### src/rtl/distance_ranger.sv
// -----------------------------------------------------------------------------
// distance_ranger
//   Ultrasonic ranging sequencer on an Avalon-MM slave. Fires the trigger
//   pulse, times the echo high period, stores the result and raises a level
//   IRQ, so the CPU only reads back finished measurements.
//
// Ports
//   csi_clk, rsi_reset_n      clock, asynchronous active-low reset
//   avs_s0_write/read         Avalon strobes
//   avs_s0_address[2:0]       register select
//   avs_s0_writedata[31:0]    write data
//   avs_s0_readdata[31:0]     registered read data (0 when not reading)
//   avm_s0_irq                level IRQ = done & irq_en
//   trig_out                  sensor trigger
//   echo_in                   sensor echo (asynchronous)
//
// Register map
//   0 CTRL    W: b0 start (pulse), b1 continuous, b2 irq_en, b3 min/max reset
//             R: {b2,b1}
//   1 STATUS  R: b0 busy, b1 done, b2 timeout   W: b1=1 clears done+timeout
//   2 RESULT  echo high time in cycles
//   3 COUNT   completed measurements (16 bit, wraps)
//   4 MIN / 5 MAX  only with DISTANCE_MINMAX_EN defined, else read 0
// -----------------------------------------------------------------------------
module distance_ranger #(
    parameter int unsigned TRIG_CYCLES    = 500,
    parameter int unsigned TIMEOUT_CYCLES = 1250000,
    parameter int unsigned HOLDOFF_CYCLES = 3000000,
    parameter int unsigned CNT_W          = 24
) (
    input  logic        csi_clk,
    input  logic        rsi_reset_n,
    input  logic        avs_s0_write,
    input  logic        avs_s0_read,
    input  logic [2:0]  avs_s0_address,
    input  logic [31:0] avs_s0_writedata,
    output logic [31:0] avs_s0_readdata,
    output logic        avm_s0_irq,
    output logic        trig_out,
    input  logic        echo_in
);

    // One shared phase timer covers TRIG, the timeout window and HOLDOFF.
    localparam int unsigned TMR_MAX =
        (HOLDOFF_CYCLES > TIMEOUT_CYCLES)
            ? ((HOLDOFF_CYCLES > TRIG_CYCLES) ? HOLDOFF_CYCLES : TRIG_CYCLES)
            : ((TIMEOUT_CYCLES > TRIG_CYCLES) ? TIMEOUT_CYCLES : TRIG_CYCLES);
    localparam int unsigned TMR_W = $clog2(TMR_MAX + 1);

    localparam logic [TMR_W-1:0] TRIG_LAST = TMR_W'(TRIG_CYCLES - 1);
    localparam logic [TMR_W-1:0] TO_LAST   = TMR_W'(TIMEOUT_CYCLES - 1);
    localparam logic [TMR_W-1:0] HO_LAST   = TMR_W'(HOLDOFF_CYCLES - 1);

    typedef enum logic [2:0] {
        S_IDLE, S_TRIG, S_WAIT_RISE, S_MEASURE, S_DONE_WR, S_HOLDOFF
    } state_e;

    state_e             state_q, state_d;
    logic [TMR_W-1:0]   tmr_q, tmr_d;
    logic [CNT_W-1:0]   echo_cnt_q, echo_cnt_d;
    logic               echo_meta_q, echo_sync_q, echo_prev_q;
    logic               echo_rise, echo_fall;
    logic               cont_q, irq_en_q, done_q, timeout_q;
    logic [CNT_W-1:0]   result_q;
    logic [15:0]        count_q;
    logic [31:0]        rdata_d, rdata_q;
    logic               commit, commit_timeout;
    logic [CNT_W-1:0]   commit_value;
    logic               wr_ctrl, start_req, clear_req, busy;

    // ---------------------------------------------------------------- bus decode
    assign wr_ctrl   = avs_s0_write && (avs_s0_address == 3'd0);
    assign start_req = wr_ctrl && avs_s0_writedata[0];
    assign clear_req = avs_s0_write && (avs_s0_address == 3'd1) && avs_s0_writedata[1];
    assign busy      = (state_q != S_IDLE);

    // ---------------------------------------------------------- echo synchroniser
    // echo_prev_q follows the synchronised level in every state, so an echo
    // already high when WAIT_RISE is entered never looks like a rise.
    always_ff @(posedge csi_clk or negedge rsi_reset_n) begin
        if (!rsi_reset_n) begin
            echo_meta_q <= 1'b0;
            echo_sync_q <= 1'b0;
            echo_prev_q <= 1'b0;
        end else begin
            // NOTE: non-blocking assignments make every flop sample the old
            // value of its neighbour, which is what builds the 2-FF chain.
            echo_meta_q <= echo_in;
            echo_sync_q <= echo_meta_q;
            echo_prev_q <= echo_sync_q;
        end
    end

    assign echo_rise = echo_sync_q & ~echo_prev_q;
    assign echo_fall = ~echo_sync_q & echo_prev_q;

    // ----------------------------------------------------------------------- FSM
    always_ff @(posedge csi_clk or negedge rsi_reset_n) begin
        if (!rsi_reset_n) begin
            state_q    <= S_IDLE;
            tmr_q      <= '0;
            echo_cnt_q <= '0;
        end else begin
            state_q    <= state_d;
            tmr_q      <= tmr_d;
            echo_cnt_q <= echo_cnt_d;
        end
    end

    always_comb begin
        // NOTE: every output of this block gets a default first so no path
        // leaves one unassigned, which would otherwise infer a latch.
        state_d        = state_q;
        tmr_d          = tmr_q;
        echo_cnt_d     = echo_cnt_q;
        commit         = 1'b0;
        commit_timeout = 1'b0;
        unique case (state_q)
            S_IDLE: begin
                if (start_req || cont_q) begin
                    state_d = S_TRIG;
                    tmr_d   = '0;
                end
            end
            S_TRIG: begin
                if (tmr_q == TRIG_LAST) begin
                    state_d = S_WAIT_RISE;
                    tmr_d   = '0;
                end else begin
                    tmr_d = tmr_q + TMR_W'(1);
                end
            end
            S_WAIT_RISE: begin
                if (tmr_q == TO_LAST) begin
                    commit         = 1'b1;
                    commit_timeout = 1'b1;
                    state_d        = S_HOLDOFF;
                    tmr_d          = '0;
                end else begin
                    tmr_d = tmr_q + TMR_W'(1);
                    if (echo_rise) begin
                        // The rise cycle itself already has echo high.
                        state_d    = S_MEASURE;
                        echo_cnt_d = CNT_W'(1);
                    end
                end
            end
            S_MEASURE: begin
                if (echo_fall) begin
                    state_d = S_DONE_WR;
                end else if (tmr_q == TO_LAST) begin
                    commit         = 1'b1;
                    commit_timeout = 1'b1;
                    state_d        = S_HOLDOFF;
                    tmr_d          = '0;
                end else begin
                    tmr_d = tmr_q + TMR_W'(1);
                    if (echo_sync_q && (echo_cnt_q != '1)) begin
                        echo_cnt_d = echo_cnt_q + CNT_W'(1);
                    end
                end
            end
            S_DONE_WR: begin
                commit  = 1'b1;
                state_d = S_HOLDOFF;
                tmr_d   = '0;
            end
            S_HOLDOFF: begin
                if (tmr_q == HO_LAST) begin
                    tmr_d   = '0;
                    state_d = cont_q ? S_TRIG : S_IDLE;
                end else begin
                    tmr_d = tmr_q + TMR_W'(1);
                end
            end
            default: state_d = S_IDLE;
        endcase
    end

    assign commit_value = commit_timeout ? CNT_W'(TIMEOUT_CYCLES) : echo_cnt_q;

    // ------------------------------------------------------------ control / status
    always_ff @(posedge csi_clk or negedge rsi_reset_n) begin
        if (!rsi_reset_n) begin
            cont_q    <= 1'b0;
            irq_en_q  <= 1'b0;
            done_q    <= 1'b0;
            timeout_q <= 1'b0;
            result_q  <= '0;
            count_q   <= '0;
        end else begin
            if (wr_ctrl) begin
                cont_q   <= avs_s0_writedata[1];
                irq_en_q <= avs_s0_writedata[2];
            end
            // A new result takes priority over a simultaneous clear.
            if (commit) begin
                done_q    <= 1'b1;
                timeout_q <= commit_timeout;
                result_q  <= commit_value;
                count_q   <= count_q + 16'd1;
            end else if (clear_req) begin
                done_q    <= 1'b0;
                timeout_q <= 1'b0;
            end
        end
    end

`ifdef DISTANCE_MINMAX_EN
    logic [CNT_W-1:0] min_q, max_q, min_base, max_base;
    logic             minmax_clr;
    logic             unused_wdata;

    assign minmax_clr   = wr_ctrl && avs_s0_writedata[3];
    assign unused_wdata = ^avs_s0_writedata[31:4];

    // Clearing first and then folding in a same-cycle result makes the
    // result win: min(all-ones, r) = r and max(0, r) = r.
    always_comb begin
        min_base = minmax_clr ? '1 : min_q;
        max_base = minmax_clr ? '0 : max_q;
    end

    always_ff @(posedge csi_clk or negedge rsi_reset_n) begin
        if (!rsi_reset_n) begin
            min_q <= '1;
            max_q <= '0;
        end else if (commit && !commit_timeout) begin
            min_q <= (commit_value < min_base) ? commit_value : min_base;
            max_q <= (commit_value > max_base) ? commit_value : max_base;
        end else begin
            min_q <= min_base;
            max_q <= max_base;
        end
    end
`else
    logic unused_wdata;
    assign unused_wdata = ^avs_s0_writedata[31:3];
`endif

    // ------------------------------------------------------------------ readback
    always_comb begin
        rdata_d = '0;
        if (avs_s0_read) begin
            case (avs_s0_address)
                3'd0: rdata_d = {29'd0, irq_en_q, cont_q, 1'b0};
                3'd1: rdata_d = {29'd0, timeout_q, done_q, busy};
                3'd2: rdata_d = 32'(result_q);
                3'd3: rdata_d = 32'(count_q);
`ifdef DISTANCE_MINMAX_EN
                3'd4: rdata_d = 32'(min_q);
                3'd5: rdata_d = 32'(max_q);
`endif
                default: rdata_d = '0;
            endcase
        end
    end

    always_ff @(posedge csi_clk or negedge rsi_reset_n) begin
        if (!rsi_reset_n) rdata_q <= '0;
        else              rdata_q <= rdata_d;
    end

    assign avs_s0_readdata = rdata_q;
    assign avm_s0_irq      = done_q & irq_en_q;
    assign trig_out        = (state_q == S_TRIG);

endmodule

### config.mk
export PLATFORM = sky130hd
export DESIGN_NAME = distance_ranger
export DESIGN_NICKNAME = d
export VERILOG_FILES = /design/src/rtl/distance_ranger.sv
export SDC_FILE = /design/constraint.sdc
export NUM_CORES = 1
export LEC_CHECK = 0
export ABC_AREA = 1
export CORE_MARGIN = 8
export CORE_UTILIZATION = 45
export DETAILED_ROUTE_END_ITERATION = 10
export PLACE_DENSITY = 0.64
export RECOVER_POWER = 50
export SYNTH_ARGS = -nofsm -noshare
export SYNTH_HDL_FRONTEND = slang
export SYNTH_SLANG_ARGS = --single-unit
export TNS_END_PERCENT = 1
### constraint.sdc
create_clock -name csi_clk -period 2.11 [get_ports csi_clk]
set_input_delay 0.422 -clock csi_clk [delete_from_list [all_inputs] [get_ports csi_clk]]
set_output_delay 0.422 -clock csi_clk [all_outputs]
set_load 0.005 [all_outputs]
# Yosys cells after proc, flatten, opt, wreduce, memory -nomap -nowiden
# Cells that the tools add are included.
# totals
reg_bits,128
inputBits,40
out_inout_bits,34
elab_cells,89
# classes
add_sub_neg,3
n_eq_ne,22
n_mux,31
n_bitwise,5
n_reduce_logical,15
# ops
cell,count
$mux 24,7
$pmux 22 s6,1
$mux 22,5
$pmux 24 s4,1
$pmux 24 s2,1
$add 24x1->24 const B,1
$ne 24x24->1 const B,1
$add 22x1->22 const B,1
$eq 22x21->1 const B,1
$eq 22x22->1 const B,1
$eq 22x9->1 const B,1
$mux 3,7
$pmux 3 s6,1
$add 16x1->16 const B,1
$ne 2x2->1 const B,7
$eq 3x2->1 const B,4
$eq 3x1->1 const B,2
$eq 3x3->1 const B,2
$logic_not 3->1,2
$mux 1,6
$ne 3x3->1 const B,2
$reduce_and 6->1,1
$reduce_bool 6->1,1
$logic_and 1x1->1,5
other kinds (10),14

# Depth between registers and ports, before layout
# Gate-level depths: netlist of run 1.
# depth
depth_word,6
depth_mapped,12
mapped_depth_nobuf,12

# Worst setup path after synthesis of run 1
# OpenSTA, ideal clock, no wires.
# synth_path
kind,register -> register
start,register tmr_q[0]
end,register count_q[5]
setup_time_ns,0.127
t_arrival_ns,1.672
required_ns,1.983
path_slack_ns,0.310
path_stages_with_launch,12
path_buffers,2
period_less_slack_ns,1.800
path_cell_list,dfrtp_1 -> ha_1 -> nand2_2 -> clkinv_2 -> nand2_4 -> nor2_2 -> nand3_4 -> or2_1 -> buf_6 -> nand2_8 -> buf_12 -> o21ai_0
# synth_via
elab_chain_cells,4
# synth_rtl
item,line_no,text
"start, declared",59,"logic [TMR_W-1:0] tmr_q, tmr_d;"
"start signal, assigned",105,tmr_q <= tmr_d;
$eq 22x21->1 (*),"134, 151",
$mux 1 (*),"134, 151",
$mux 1,149,if (echo_fall) begin
$pmux 1 s3 (*),118,unique case (state_q)
"end signal, assigned",201,count_q <= count_q + 16'd1;
"end, declared",65,logic [15:0] count_q;
# Mark *: on every way between the ends. The rest lies on a longest branch, timed or not.
# A chain may end at the register's enable or synchronous reset.

# Worst setup path after layout of run 1
# layout_path
start,register tmr_q[1]
end,register count_q[7]
# The elaborated chain is that of the path after synthesis.

==> impl_metrics.tcl, run 1 <==
set metrics [dict create \
    outcome "completed" \
    worstHoldPathType "register to register" \
    timing.fmax_mhz 516 \
    drv_cap 0 \
    numCtsBuffers 17 \
    viasPerCell 4.99 \
    fp.dieW_microns 140 \
    synth-seq-cells 120 \
    path_max_fanout 17 \
    drcViolationCount 0 \
    period_minus_slack_ps 1940 \
    synth_edf_count 0 \
    drtIter0Drc 329 \
    worstRegToRegCells 11 \
    cts_buffer_depth 2 \
    critPathLaunchType "register" \
    cts_root_buf "clkbuf_16" \
    slew_violations 0 \
    synth.distinct_cells 37 \
    antenna_found_initial 0 \
    areaGrowthSynthToFinish_pct 19.9 \
    numClockSinks 120 \
    irDropWorstVdd_uv 558 \
    power.leakage_nw 4.02 \
    fin_crit_sh_pct 91.9 \
    start_util_pct 46.0 \
    num_vias 6360 \
    async_flop_share_pct 100 \
    synthMuxAreaShare_pct 0 \
    finalNetCount 1117 \
    rsz0062_at_grt "no" \
    finClkSkew_ps 5.84 \
    yosysWarnings 0 \
    placement_rows 45 \
    routedWlPerCell_microns 13.5 \
    fin_cells 1275 \
    r2r-start "tmr_q[1]" \
    synth-simple-area-share_pct 38.8 \
    clk_pin_slew_ps 60 \
    grt_use_total_pct 18.5 \
    cts_tree "built" \
    yosys.area.top_type_share_pct 43.1 \
    slew_headroom_pct 34.3 \
    fillCellCount 1448 \
    place_hpwl_mm 12.9 \
    holdPathStages 0 \
    tightest_slew_ps 985 \
    synth-xor-area-share_pct 3.14 \
    critPathCaptureType "register" \
    dieArea_sq_um 19700 \
    avgSynthCellArea_sq_um 6.95 \
    placed_cells 1242 \
    h-tree-depth 4 \
    synthFlopType "dfrtp_1" \
    multiInputGateArea_sq_um 3390 \
    synth_compound_area_share_pct 5.62 \
    synth_top_family_by_area "simple AND/OR/NAND/NOR gates" \
    critPathArrivalTime_ps 2250 \
    finalHoldViolCount 0 \
    power.density_nw_per_um2 950 \
    place_congestion 0.893 \
    grt_start_max_net_pins 39 \
    grt_overflow 0 \
    syn_area_sq_um 6960 \
    grt_pass1_vias 6170 \
    portBuffers 36 \
    core_sq_um 15100 \
    synthCells 1002 \
    grt_pass1_wl_mm 29.7 \
    hold_start "echo_meta_q" \
    drt_pass1_iterations 5 \
    crit_start "tmr_q[1]" \
    cp.required_ps 2420 \
    synth_adder_area_share_pct 0.539 \
    drive_above_1_share_pct 10.1 \
    yosys.area.top_type "dfrtp_1" \
    ios 74 \
    power_w 0.00793 \
    ff_latch_area_sq_um 3000 \
    die_h_microns 140 \
    clk_latency_ps 420 \
    yosys-top-cells-area "dfrtp_1 43%, nand2_1 20%, nor2_1 7.9%" \
    post-cts-setup-buffers 0 \
    setup_violations 0 \
    ys_seq_area_share_pct 43.1 \
    path_class "register to register" \
    wl_mm 17.2 \
    antenna_cells 0 \
    ant_nets 0 \
]
-- final cells by class --
class,instances,area share (%)
Multi-Input combinational cell,753,40.6
Sequential cell,120,36.0
Timing Repair Buffer,81,8.99
Clock buffer,18,5.26
Inverter,101,4.56
Tap cell,188,2.82
Clock inverter,14,1.80
-- metrics by stage --
stage                     setup WS [ps]  hold WS, ps  util [%]  TNS, ps  cell area, sq um
after floorplan                     310          126         -        0              6990
after global placement            -80.0          332      51.3    -1490              7760
after detailed placement          -98.9          340      51.3    -1800              7760
after CTS                          92.4          353      55.2        0              8370
after global routing               8.66          364      55.1        0              8350
final                               172          348      55.1        0              8350
-- cell usage in the layout (no fill, tap or decap), types with 2 or more instances in the layout --
master | synthesis | layout
nand2_1 | 365 | 365
nor2_1 | 147 | 146
dfrtp_1 | 120 | 120
inv_1 | 95 | 94
nand3_1 | 86 | 86
buf_4 | 8 | 35
o21ai_0 | 32 | 32
clkdlybuf4s50_1 | 0 | 32
xor2_1 | 22 | 22
clkbuf_16 | 0 | 17
a21oi_1 | 16 | 16
nand4_1 | 13 | 13
nor3_1 | 12 | 12
nand2_2 | 8 | 8
conb_1 | 1 | 8
inv_2 | 5 | 6
nor2_2 | 6 | 6
o21bai_1 | 6 | 6
o21ai_2 | 5 | 5
buf_12 | 2 | 5
o22ai_1 | 4 | 4
clkinv_2 | 1 | 4
clkinv_4 | 0 | 4
nor2_4 | 2 | 3
xnor2_1 | 3 | 3
nor4_1 | 3 | 3
clkinvlp_4 | 0 | 3
dlygate4sd3_1 | 0 | 3
a221oi_1 | 2 | 2
nand3b_1 | 2 | 2
ha_1 | 3 | 2
inv_6 | 0 | 2
bufinv_16 | 0 | 2
clkbuf_2 | 0 | 2
clkbuf_4 | 0 | 2
-- worst max-delay path: stages, from the launching register on --
cell      delay [ps]
dfrtp_1          400
ha_2             220
nand2_2           70
clkinv_2          70
nand2_4           60
nor2_2           160
nand3_4          150
or2_4            300
nand2_8          130
inv_2            120
nand2_1           90
nand2_1           50
-- synthesized netlist by cell type (all sizes together), types with 2 or more instances --
master,n
nand2,375
nor2,155
dfrtp,120
inv,100
nand3,87
o21ai,38
buf,23
xor2,22
a21oi,16
nand4,13
clkbuf,12
nor3,12
o21bai,6
o22ai,4
ha,3
nor4,3
xnor2,3
a221oi,2
nand3b,2
-- layer usage --
| metal | up-vias | wire [microns] | GRT usage [%] |
|---|---|---|---|
| li1 | 3272 | - | - |
| met1 | 2904 | 7880 | 23.0 |
| met2 | 149 | 8130 | 30.9 |
| met3 | 35 | 789 | 3.43 |
| met4 | 0 | 401 | 7.60 |
| met5 | - | 0 | 0 |
-- path summary, 6_finish.rpt --
check                                    end  slack (ps)
worst max-delay path              count_q[7]         170
worst min-delay path             echo_sync_q         350
worst max register to register    count_q[7]         170
worst min register to register   echo_sync_q         350
max in group asynchronous       result_q[16]         350
min in group asynchronous          tmr_q[13]         710
-- where the power goes --
part	internal, W	switching [W]	total [W]
Sequential	0.00254	0.000172	0.00271
Clock	0.00177	0.00110	0.00287
Combinational	0.000865	0.00149	0.00236
Total	0.00517	0.00276	0.00793
-- what timing repair did --
item                       CTS  global route
hold endpoints to repair    33             0
setup endpoints to repair   24            14
gates resized for setup      3             2
hold buffers                 1             0
-- sequential cells by signal (all words and copies together), names as in the netlist --
signal,cells
echo_cnt_q,24
irq_en_q,1
count_q,16
tmr_q,22
echo_prev_q,1
avs_s0_readdata,24
done_q,1
echo_sync_q,1
result_q,24
cont_q,1
state_q,3
echo_meta_q,1
timeout_q,1
-- cell families (layout without fill, tap and decap cells) --
logic type,after synthesis,count (layout)
compound gates,68,68
xor+xnor,25,25
simple gates,649,649
flops,120,120
other cells,1,8
fa+ha+maj,3,3
buf+inv,136,214
(Power assumes the default switching activity.)
==> run 2, diff against run 1 <==
- RECOVER_POWER: 50 -> not set
==> impl_metrics.tcl, run 2 (synthesis gave the netlist of run 1 again) <==
set metrics [dict create \
    dieArea_sq_um 19700 \
    die_h_microns 140 \
    drv_cap 0 \
    mostFrequentLayoutCells "365 x nand2_1, 146 x nor2_1, 120 x dfrtp_1, 94 x inv_1, 86 x nand3_1" \
    grt_pass1_wl_mm 29.7 \
    critPathLaunchType "register" \
    rsz0062_at_grt "no" \
    antenna_found_initial 0 \
    ios 74 \
    slew_violations 0 \
    start_util_pct 46.0 \
    viasPerCell 4.98 \
    routedWlPerCell_microns 13.6 \
    timing.fmax_mhz 516 \
    cts_root_buf "clkbuf_16" \
    fp.dieW_microns 140 \
    path_max_fanout 17 \
    grt_use_total_pct 18.5 \
    power_w 0.00795 \
    finalNetCount 1117 \
    period_minus_slack_ps 1940 \
    setup_violations 0 \
    finalHoldViolCount 0 \
    outcome "completed" \
    cp.required_ps 2430 \
    final_common_cell "nand2_1" \
    portBuffers 36 \
    tightest_slew_ps 596 \
    post-cts-setup-buffers 0 \
    grt_pass1_vias 6170 \
    cp_common_cell "nand2_1" \
    drtIter0Drc 332 \
    drive_above_1_share_pct 10.2 \
    power.leakage_nw 4.03 \
    critPathCaptureType "register" \
    critPathArrivalTime_ps 2260 \
    path_class "register to register" \
    h-tree-depth 4 \
    antenna_cells 0 \
    irDropWorstVdd_uv 564 \
    grt_overflow 0 \
    fin_crit_sh_pct 91.9 \
    worstHoldPathType "register to register" \
    placement_rows 45 \
    clk_latency_ps 430 \
    num_vias 6354 \
    place_hpwl_mm 12.9 \
    drt_pass1_iterations 5 \
    cts_tree "built" \
    power.density_nw_per_um2 950 \
    numClockSinks 120 \
    tns_ps 0 \
    cts_buffer_depth 2 \
    crit_path_cell_trace "ha_2 > nand2_2 > clkinv_2 > nand2_4 > nor2_2 > nand3_4 > or2_4 > nand2_8 > inv_2 > nand2_1 > nand2_1" \
    max_stage_delay_ps 400 \
    slew_headroom_pct 60.2 \
    areaGrowthSynthToFinish_pct 20.2 \
    drcViolationCount 0 \
    numCtsBuffers 17 \
    wl_mm 17.3 \
    place_congestion 0.893 \
    grt_start_max_net_pins 39 \
    crit_slowest_cell "dfrtp_1" \
    core_sq_um 15100 \
    ant_nets 0 \
    clk_pin_slew_ps 60 \
    finClkSkew_ps 6.07 \
]
==> run 2: cell count changes in the layout (fill, tap and decap cells not counted) <==
cell,delta
buf_12,+1
buf_4,+4
clkbuf_1,-1
clkbuf_2,-2
clkbuf_4,-2
clkdlybuf4s50_1,+2
dlygate4sd3_1,-2
==> run 2: path summary, 6_finish.rpt <==
| check | startpoint | to | slack [ps] | cells after the start |
|---|---|---|---|---|
| hold / removal | echo_meta_q | echo_sync_q | 350 | 0 |
| hold reg to reg | echo_meta_q | echo_sync_q | 350 | 0 |
| min in group asynchronous | rsi_reset_n | tmr_q[13] | 530 | 2 |
| setup / recovery | tmr_q[1] | count_q[7] | 170 | 11 |
| max in group asynchronous | rsi_reset_n | avs_s0_readdata[9] | 920 | 3 |
| setup reg to reg | tmr_q[1] | count_q[7] | 170 | 11 |
==> run 2: worst max-delay path: cells and delay by family, from the launching register on <==
kind | cells | cell delay (ps)
buf+inv | 2 | 190
flops | 1 | 400
simple gates | 8 | 1020
fa+ha+maj | 1 | 220
==> run 2: where the power goes <==
part / total [W] / switching [W] / internal (W)
combinational: 0.00236 / 0.00149 / 0.000870
sequential: 0.00271 / 0.000171 / 0.00254
clock: 0.00288 / 0.00111 / 0.00177
total: 0.00795 / 0.00277 / 0.00518
==> run 2: what timing repair did <==
action / 4_1_cts / 5_1_grt
setup endpoints to repair: 24 / 14
pin swaps: 0 / 0
hold buffers: 1 / 0
gates resized for setup: 3 / 2
endpoints found under the hold margin: 33 / 0
==> run 2: layout make-up <==
class	instances	area, sq um
clock inverters	14	150
flip-flops and latches	120	3000
clock buffers	18	439
multi-input cells	753	3390
repair buffers	81	772
inverters	101	380
fillers	1442	6780
well taps	188	235
==> run 2: through the flow <==
| step | setup WS, ps | cells | hold WS [ps] | cell area [sq um] | util, % |
|---|---|---|---|---|---|
| 2_1_floorplan | 310 | 1009 | 126 | 6990 | - |
| 3_3_place_gp | -80.0 | 1242 | 332 | 7760 | 51.3 |
| 3_5_place_dp | -98.9 | 1242 | 340 | 7760 | 51.3 |
| 4_1_cts | 92.4 | 1275 | 353 | 8370 | 55.2 |
| 5_1_grt | 8.66 | 1275 | 364 | 8370 | 55.3 |
| 6_report | 171 | 1275 | 350 | 8370 | 55.3 |
==> run 2: metal layers <==
metal  wire length, microns  GRT usage, %
met3                    772          3.43
met4                    397          7.60
met5                      0             0
met1                   7960          23.0
met2                   8140          30.9
